### src/rtl/sampler_pkg.sv
// rtl/sampler_pkg.sv - shared ADC sample constants and pair-FSM encoding
package sampler_pkg;

  localparam int ADC_W  = 12;
  localparam int OFFSET = 2048;

  typedef enum logic [1:0] {
    IDLE   = 2'd0,
    HAVE_V = 2'd1,
    HAVE_I = 2'd2
  } pair_state_t;

endpackage

### src/rtl/vi_pair_sync.sv
// rtl/vi_pair_sync.sv - pairs voltage/current strobes, flags a channel arriving twice
module vi_pair_sync
  import sampler_pkg::*;
#(
  parameter int W = ADC_W
) (
  input  logic         clk,
  input  logic         rst,
  input  logic         clear,
  input  logic         v_valid,
  input  logic [W-1:0] v_data,
  input  logic         i_valid,
  input  logic [W-1:0] i_data,
  output logic         pair_valid,
  output logic [W-1:0] pair_v,
  output logic [W-1:0] pair_i,
  output logic         overrun_evt
);

  pair_state_t  state;
  logic [W-1:0] v_hold;
  logic [W-1:0] i_hold;

  // Pair is presented in the strobe cycle so the first pipeline stage registers it.
  always_comb begin
    pair_valid  = 1'b0;
    pair_v      = v_data;
    pair_i      = i_data;
    overrun_evt = 1'b0;
    if (!clear) begin
      case (state)
        IDLE: pair_valid = v_valid & i_valid;
        HAVE_V: begin
          pair_valid  = i_valid;
          overrun_evt = v_valid;
          if (!v_valid) pair_v = v_hold;
        end
        HAVE_I: begin
          pair_valid  = v_valid;
          overrun_evt = i_valid;
          if (!i_valid) pair_i = i_hold;
        end
        default: pair_valid = 1'b0;
      endcase
    end
  end

  always_ff @(posedge clk or negedge rst) begin
    if (!rst) begin
      state  <= IDLE;
      v_hold <= '0;
      i_hold <= '0;
    end else if (clear) begin
      state  <= IDLE;
      v_hold <= '0;
      i_hold <= '0;
    end else begin
      case (state)
        IDLE: begin
          if (v_valid && !i_valid) begin
            v_hold <= v_data;
            state  <= HAVE_V;
          end else if (i_valid && !v_valid) begin
            i_hold <= i_data;
            state  <= HAVE_I;
          end
        end
        HAVE_V: begin
          if (i_valid)      state  <= IDLE;
          else if (v_valid) v_hold <= v_data;
        end
        HAVE_I: begin
          if (v_valid)      state  <= IDLE;
          else if (i_valid) i_hold <= i_data;
        end
        default: state <= IDLE;
      endcase
    end
  end

endmodule

### src/rtl/power_accum.sv
// rtl/power_accum.sv - offset removal, V*I / V^2 / I^2 pipeline and windowed sums
module power_accum #(
  parameter int ADC_W  = sampler_pkg::ADC_W,
  parameter int OFFSET = sampler_pkg::OFFSET,
  parameter int N_LOG2 = 8,
  parameter int ACC_W  = 2*ADC_W+N_LOG2+1
) (
  input  logic              clk,
  input  logic              rst,
  input  logic              clear,
  input  logic              v_valid,
  input  logic [ADC_W-1:0]  v_data,
  input  logic              i_valid,
  input  logic [ADC_W-1:0]  i_data,
  output logic [ACC_W-1:0]  p_sum,
  output logic [ACC_W-1:0]  v2_sum,
  output logic [ACC_W-1:0]  i2_sum,
  output logic              window_done,
  output logic [N_LOG2-1:0] sample_cnt,
  output logic              overrun
);

  localparam int P_W = 2*ADC_W+2;
  localparam logic [ADC_W:0] OFF_C = (ADC_W+1)'(OFFSET);

  logic              pair_valid;
  logic              overrun_evt;
  logic [ADC_W-1:0]  pair_v;
  logic [ADC_W-1:0]  pair_i;

  logic                    s1_valid;
  logic signed [ADC_W:0]   s1_v;
  logic signed [ADC_W:0]   s1_i;
  logic                    s2_valid;
  logic signed [P_W-1:0]   s2_p;
  logic signed [P_W-1:0]   s2_v2;
  logic signed [P_W-1:0]   s2_i2;
  logic signed [ACC_W-1:0] acc_p;
  logic [ACC_W-1:0]        acc_v2;
  logic [ACC_W-1:0]        acc_i2;
  logic signed [ACC_W-1:0] p_next;
  logic [ACC_W-1:0]        v2_next;
  logic [ACC_W-1:0]        i2_next;
  logic                    window_last;

  vi_pair_sync #(.W(ADC_W)) u_pair (
    .clk         (clk),
    .rst         (rst),
    .clear       (clear),
    .v_valid     (v_valid),
    .v_data      (v_data),
    .i_valid     (i_valid),
    .i_data      (i_data),
    .pair_valid  (pair_valid),
    .pair_v      (pair_v),
    .pair_i      (pair_i),
    .overrun_evt (overrun_evt)
  );

  // Squares are non-negative, so sign extension of the full product equals zero extension.
  always_comb begin
    p_next      = acc_p  + {{(ACC_W-P_W){s2_p[P_W-1]}},  s2_p};
    v2_next     = acc_v2 + {{(ACC_W-P_W){s2_v2[P_W-1]}}, s2_v2};
    i2_next     = acc_i2 + {{(ACC_W-P_W){s2_i2[P_W-1]}}, s2_i2};
    window_last = s2_valid && (sample_cnt == '1);
  end

  always_ff @(posedge clk or negedge rst) begin
    if (!rst) begin
      s1_valid    <= 1'b0;
      s1_v        <= '0;
      s1_i        <= '0;
      s2_valid    <= 1'b0;
      s2_p        <= '0;
      s2_v2       <= '0;
      s2_i2       <= '0;
      acc_p       <= '0;
      acc_v2      <= '0;
      acc_i2      <= '0;
      p_sum       <= '0;
      v2_sum      <= '0;
      i2_sum      <= '0;
      window_done <= 1'b0;
      sample_cnt  <= '0;
      overrun     <= 1'b0;
    end else if (clear) begin
      s1_valid    <= 1'b0;
      s2_valid    <= 1'b0;
      acc_p       <= '0;
      acc_v2      <= '0;
      acc_i2      <= '0;
      window_done <= 1'b0;
      sample_cnt  <= '0;
      overrun     <= 1'b0;
    end else begin
      window_done <= 1'b0;
      s1_valid    <= pair_valid;
      if (pair_valid) begin
        s1_v <= $signed({1'b0, pair_v} - OFF_C);
        s1_i <= $signed({1'b0, pair_i} - OFF_C);
      end
      s2_valid <= s1_valid;
      if (s1_valid) begin
        s2_p  <= s1_v * s1_i;
        s2_v2 <= s1_v * s1_v;
        s2_i2 <= s1_i * s1_i;
      end
      if (overrun_evt) overrun <= 1'b1;
      if (s2_valid) begin
        sample_cnt <= sample_cnt + N_LOG2'(1);
        if (window_last) begin
          p_sum       <= p_next;
          v2_sum      <= v2_next;
          i2_sum      <= i2_next;
          window_done <= 1'b1;
          acc_p       <= '0;
          acc_v2      <= '0;
          acc_i2      <= '0;
        end else begin
          acc_p  <= p_next;
          acc_v2 <= v2_next;
          acc_i2 <= i2_next;
        end
      end
    end
  end

endmodule

### config.mk
export PLATFORM = sky130hd
export DESIGN_NAME = power_accum
export DESIGN_NICKNAME = d
export VERILOG_FILES = /design/src/rtl/sampler_pkg.sv /design/src/rtl/vi_pair_sync.sv /design/src/rtl/power_accum.sv
export SDC_FILE = /design/constraint.sdc
export NUM_CORES = 2
export LEC_CHECK = 0
export ABC_AREA = 1
export BUFFER_PORTS_ARGS = -buffer_cell sky130_fd_sc_hd__buf_4
export CAP_MARGIN = 20
export CELL_PAD_IN_SITES_DETAIL_PLACEMENT = 1
export CELL_PAD_IN_SITES_GLOBAL_PLACEMENT = 2
export CORE_MARGIN = 2
export CORE_UTILIZATION = 41
export CTS_CLUSTER_DIAMETER = 120
export DETAILED_ROUTE_END_ITERATION = 10
export PLACE_DENSITY_LB_ADDON = 0.1
export SYNTH_ARGS = -nofsm -noshare
export SYNTH_HDL_FRONTEND = slang
export SYNTH_SLANG_ARGS = --single-unit
### constraint.sdc
create_clock -name clk -period 15.01 [get_ports clk]
set_input_delay 2.2515 -clock clk [delete_from_list [all_inputs] [get_ports clk]]
set_output_delay 2.2515 -clock clk [all_outputs]
set_load 0.01 [all_outputs]
==> impl_metrics.py <==
metrics = {
    "routing": {
        "via_per_inst": 4.92,
        "drc": 0,
        "antenna_left": 0,
        "drtIter0Drc": 1612,
        "num_vias": 32800,
        "detail_route.wl_per_cell_um": 17.4,
        "wl_um": 116000,
        "drtPass1Iterations": 6,
    },
    "die": {
        "die-area_um2": 96700,
        "die_width_um": 311,
        "rows": 112,
        "core-area_um2": 93300,
        "pin_count": 138,
        "initial_core_util_pct": 41.4,
        "die-height_um": 311,
    },
    "grt": {
        "track_usage_pct": 24.5,
        "antenna_found_initial": 3,
        "grt_max_degree": 84,
        "gr-total-overflow": 0,
        "grt_pass1_wl_um": 190000,
        "grt_pass1_vias": 35000,
    },
    "cts": {
        "cts_resized": 0,
        "clockRootBuffer": "clkbuf_16",
        "post-cts-setup-buffers": 0,
        "clkTransAtPathRegs_ns": 0.06,
        "htreeDepth": 2,
        "cts_buffers": 46,
        "ctsHoldBuffers": 0,
        "clock_latency_ns": 0.64,
        "clockBufferDepth": 3,
        "cts_tree": "yes",
        "clock-sinks": 336,
    },
    "sta": {
        "fin_crit_ns": 6.31,
        "tns_ns": 0,
        "rsz0062_at_grt": "no",
        "setup_violations": 0,
        "relSlewSlack_pct": 26.9,
        "fmax_mhz": 158,
        "timing_hold_violations_final": 0,
        "slew_viol_final": 0,
        "fin_crit_sh_pct": 42.1,
        "worstMarginPinSlew_ns": 1.10,
        "skew_ns": 0.0312,
    },
    "synthesis": {
        "ys_top_cells_by_area": "dfrtp_1 (22%), fa_1 (22%), nand2_1 (18%), inv_1 (11%), ha_1 (10%)",
        "synth-adder-area-share_pct": 32.0,
        "synth_compound_area_share_pct": 4.92,
        "synthFlopType": "dfrtp_1",
        "syn_avg_cell_area_um2": 7.27,
        "synth.largest_area_cell": "dfrtp_1",
        "ys_warn_count": 0,
        "synth_edf_count": 0,
        "synth_xor_area_share_pct": 1.68,
        "synth_top_family_by_area": "adder cells",
        "ys_ff_latch": 336,
        "yosys.cell_types.count": 42,
        "netlist_area_um2": 38600,
        "synth.area.mux_share_pct": 0.321,
        "async_reset_ff_share_pct": 100,
        "synth_nets": 6077,
        "synth_top_area_share_pct": 21.8,
        "synth.yosys.seq_area_share_pct": 21.8,
        "syn_inst": 5311,
        "synth-simple-area-share_pct": 26.9,
    },
    "setup_path": {
        "path_max_fanout": 22,
        "r2r_cells": 20,
        "crit_type": "register to register",
        "critPathCaptureType": "register",
        "cp_top_family": "adder cells",
        "startpoint_type": "register",
        "worst_ep_required_time_ns": 15.51,
        "crit_path_max_incr_delay_ns": 0.70,
        "crit_chain": "buf_4 -> nand2_1 -> fa_1 -> fa_1 -> inv_1 -> fa_1 -> inv_1 -> fa_1 -> fa_1 -> inv_1 -> ha_1 -> ha_1 -> nand2_1 -> nor2_1 -> and2_1 -> nand4_1 -> nand3_1 -> nand2_1 -> nand3_1 -> nand2_1",
        "crit_arrival_ns": 6.81,
        "path_depth": 20,
        "crit_top_cell": "fa_1",
        "cp_num_buf_inv": 4,
        "slowest_stage": "fa_1",
    },
    "cells_and_area": {
        "nets": 6148,
        "syn2layout_area_growth_pct": 9.82,
        "drive_gt1_share_pct": 5.52,
    },
    "outcome": {
        "status": "finished clean",
    },
    "placement": {
        "place_congestion": 0.857,
        "hpwl_um": 92800,
        "portBuffers": 137,
    },
    "job": {
        "maxCapViolations": 0,
    },
    "min_path": {
        "whs_path_depth": 2,
        "hold_class": "register to register",
    },
}
-- sequential cells by signal (all words and copies together) (netlist names) --
signal / cells
acc_v2: 33
p_sum: 33
s1_valid: 1
i2_sum: 33
window_done: 1
u_pair.state: 2
s2_p: 26
s1_v: 12
s2_v2: 25
s2_valid: 1
u_pair.v_hold: 12
v2_sum: 33
acc_i2: 33
overrun: 1
acc_p: 33
s2_i2: 25
u_pair.i_hold: 12
sample_cnt: 8
s1_i: 12
-- logic make-up (layout without fill, tap and decap cells) --
group | count (synthesis) | count (layout)
adders and majority gates | 737 | 737
and+or+nand+nor | 2577 | 2577
AOI/OAI and AO/OA | 332 | 332
buffers and inverters | 1244 | 1348
xor gates and xnor gates | 74 | 74
muxes | 11 | 11
other | 0 | 2
DFF | 336 | 336
-- layout make-up --
cell class              instances  area (um2)
fillers                     11900       50900
multi-input cells            3731       25400
flip-flops and latches        336        8410
inverters                    1099        4130
well taps                    1254        1570
repair buffers                168        1270
clock buffers                  55        1240
clock inverters                26         354
diodes                          2        5.00
-- cell usage after synthesis (8+ instances only) --
master and instances:
a21oi_1 143, a22o_1 16, a31oi_1 11, and2_1 18
buf_2 31, clkbuf_1 93, dfrtp_1 336, fa_1 419
ha_1 318, inv_1 1091, inv_2 8, mux2_2 10
nand2_1 1843, nand3_1 299, nand3b_1 28, nand4_1 33
nor2_1 302, nor3_1 26, o21ai_0 99, o21bai_1 25
o22ai_1 11, o32ai_1 10, or2_2 20, xnor2_1 37
xor2_1 37
-- worst paths after layout --
path,to,slack [ns],from
worst max-delay path,s2_i2[24],8.70,s1_i[11]
worst min-delay path,v2_sum[2],0.48,v2_sum[2]
worst max register to register,s2_i2[24],8.70,s1_i[11]
worst min register to register,v2_sum[2],0.48,v2_sum[2]
max in group asynchronous,s2_v2[21],11.22,rst
min in group asynchronous,i2_sum[22],1.58,rst
-- metrics by stage --
stage / hold slack, ns / cell area (um2) / std cells / utilization, % / worst slack [ns]
2_1_floorplan: 0.453 / 38600 / 5311 / - / 9.61
3_3_place_gp: 0.456 / 40800 / 6588 / 43.7 / 8.77
3_5_place_dp: 0.465 / 40800 / 6588 / 43.7 / 8.67
4_1_cts: 0.475 / 42400 / 6669 / 45.4 / 8.62
5_1_grt: 0.500 / 42400 / 6669 / 45.4 / 8.23
6_report: 0.478 / 42400 / 6671 / 45.5 / 8.70
-- per-layer routing --
layer / part of all wire [%] / track usage [%] / up-vias
li1: - / - / 16100
met1: 50 / 35.7 / 16100
met2: 45 / 39.8 / 424
met3: 3.3 / 2.29 / 105
met4: 1.7 / 4.79 / 0
met5: 0 / 0 / -
-- placed cells by master, fill, tap and decap left out, types with 3 or more instances in the layout --
cell type	count
a21o_1	5
a21oi_1	143
a22o_1	16
a31o_2	4
a31oi_1	11
and2_1	18
buf_4	167
bufinv_16	6
clkbuf_1	3
clkbuf_16	46
clkbuf_8	6
clkinv_2	6
clkinvlp_4	8
dfrtp_1	336
fa_1	419
ha_1	318
inv_1	1091
inv_2	7
mux2_2	10
nand2_1	1842
nand3_1	299
nand3b_1	28
nand4_1	33
nor2_1	300
nor2_2	3
nor3_1	26
o21ai_0	99
o21bai_1	25
o22ai_1	11
o32ai_1	10
or2_0	3
or2_2	20
xnor2_1	37
xor2_1	37
-- worst register-to-register path: stages (launching register included) --
cell	delay, ns
dfrtp_1	0.69
buf_4	0.44
nand2_1	0.24
fa_1	0.60
fa_1	0.70
inv_1	0.18
fa_1	0.69
inv_1	0.13
fa_1	0.47
fa_1	0.51
inv_1	0.04
ha_1	0.27
ha_1	0.37
nand2_1	0.09
nor2_1	0.16
and2_1	0.18
nand4_1	0.15
nand3_1	0.13
nand2_1	0.05
nand3_1	0.06
nand2_1	0.07
Power is not shown: default switching activity piles up to over one toggle a cycle in this logic, so the estimate is an artifact.
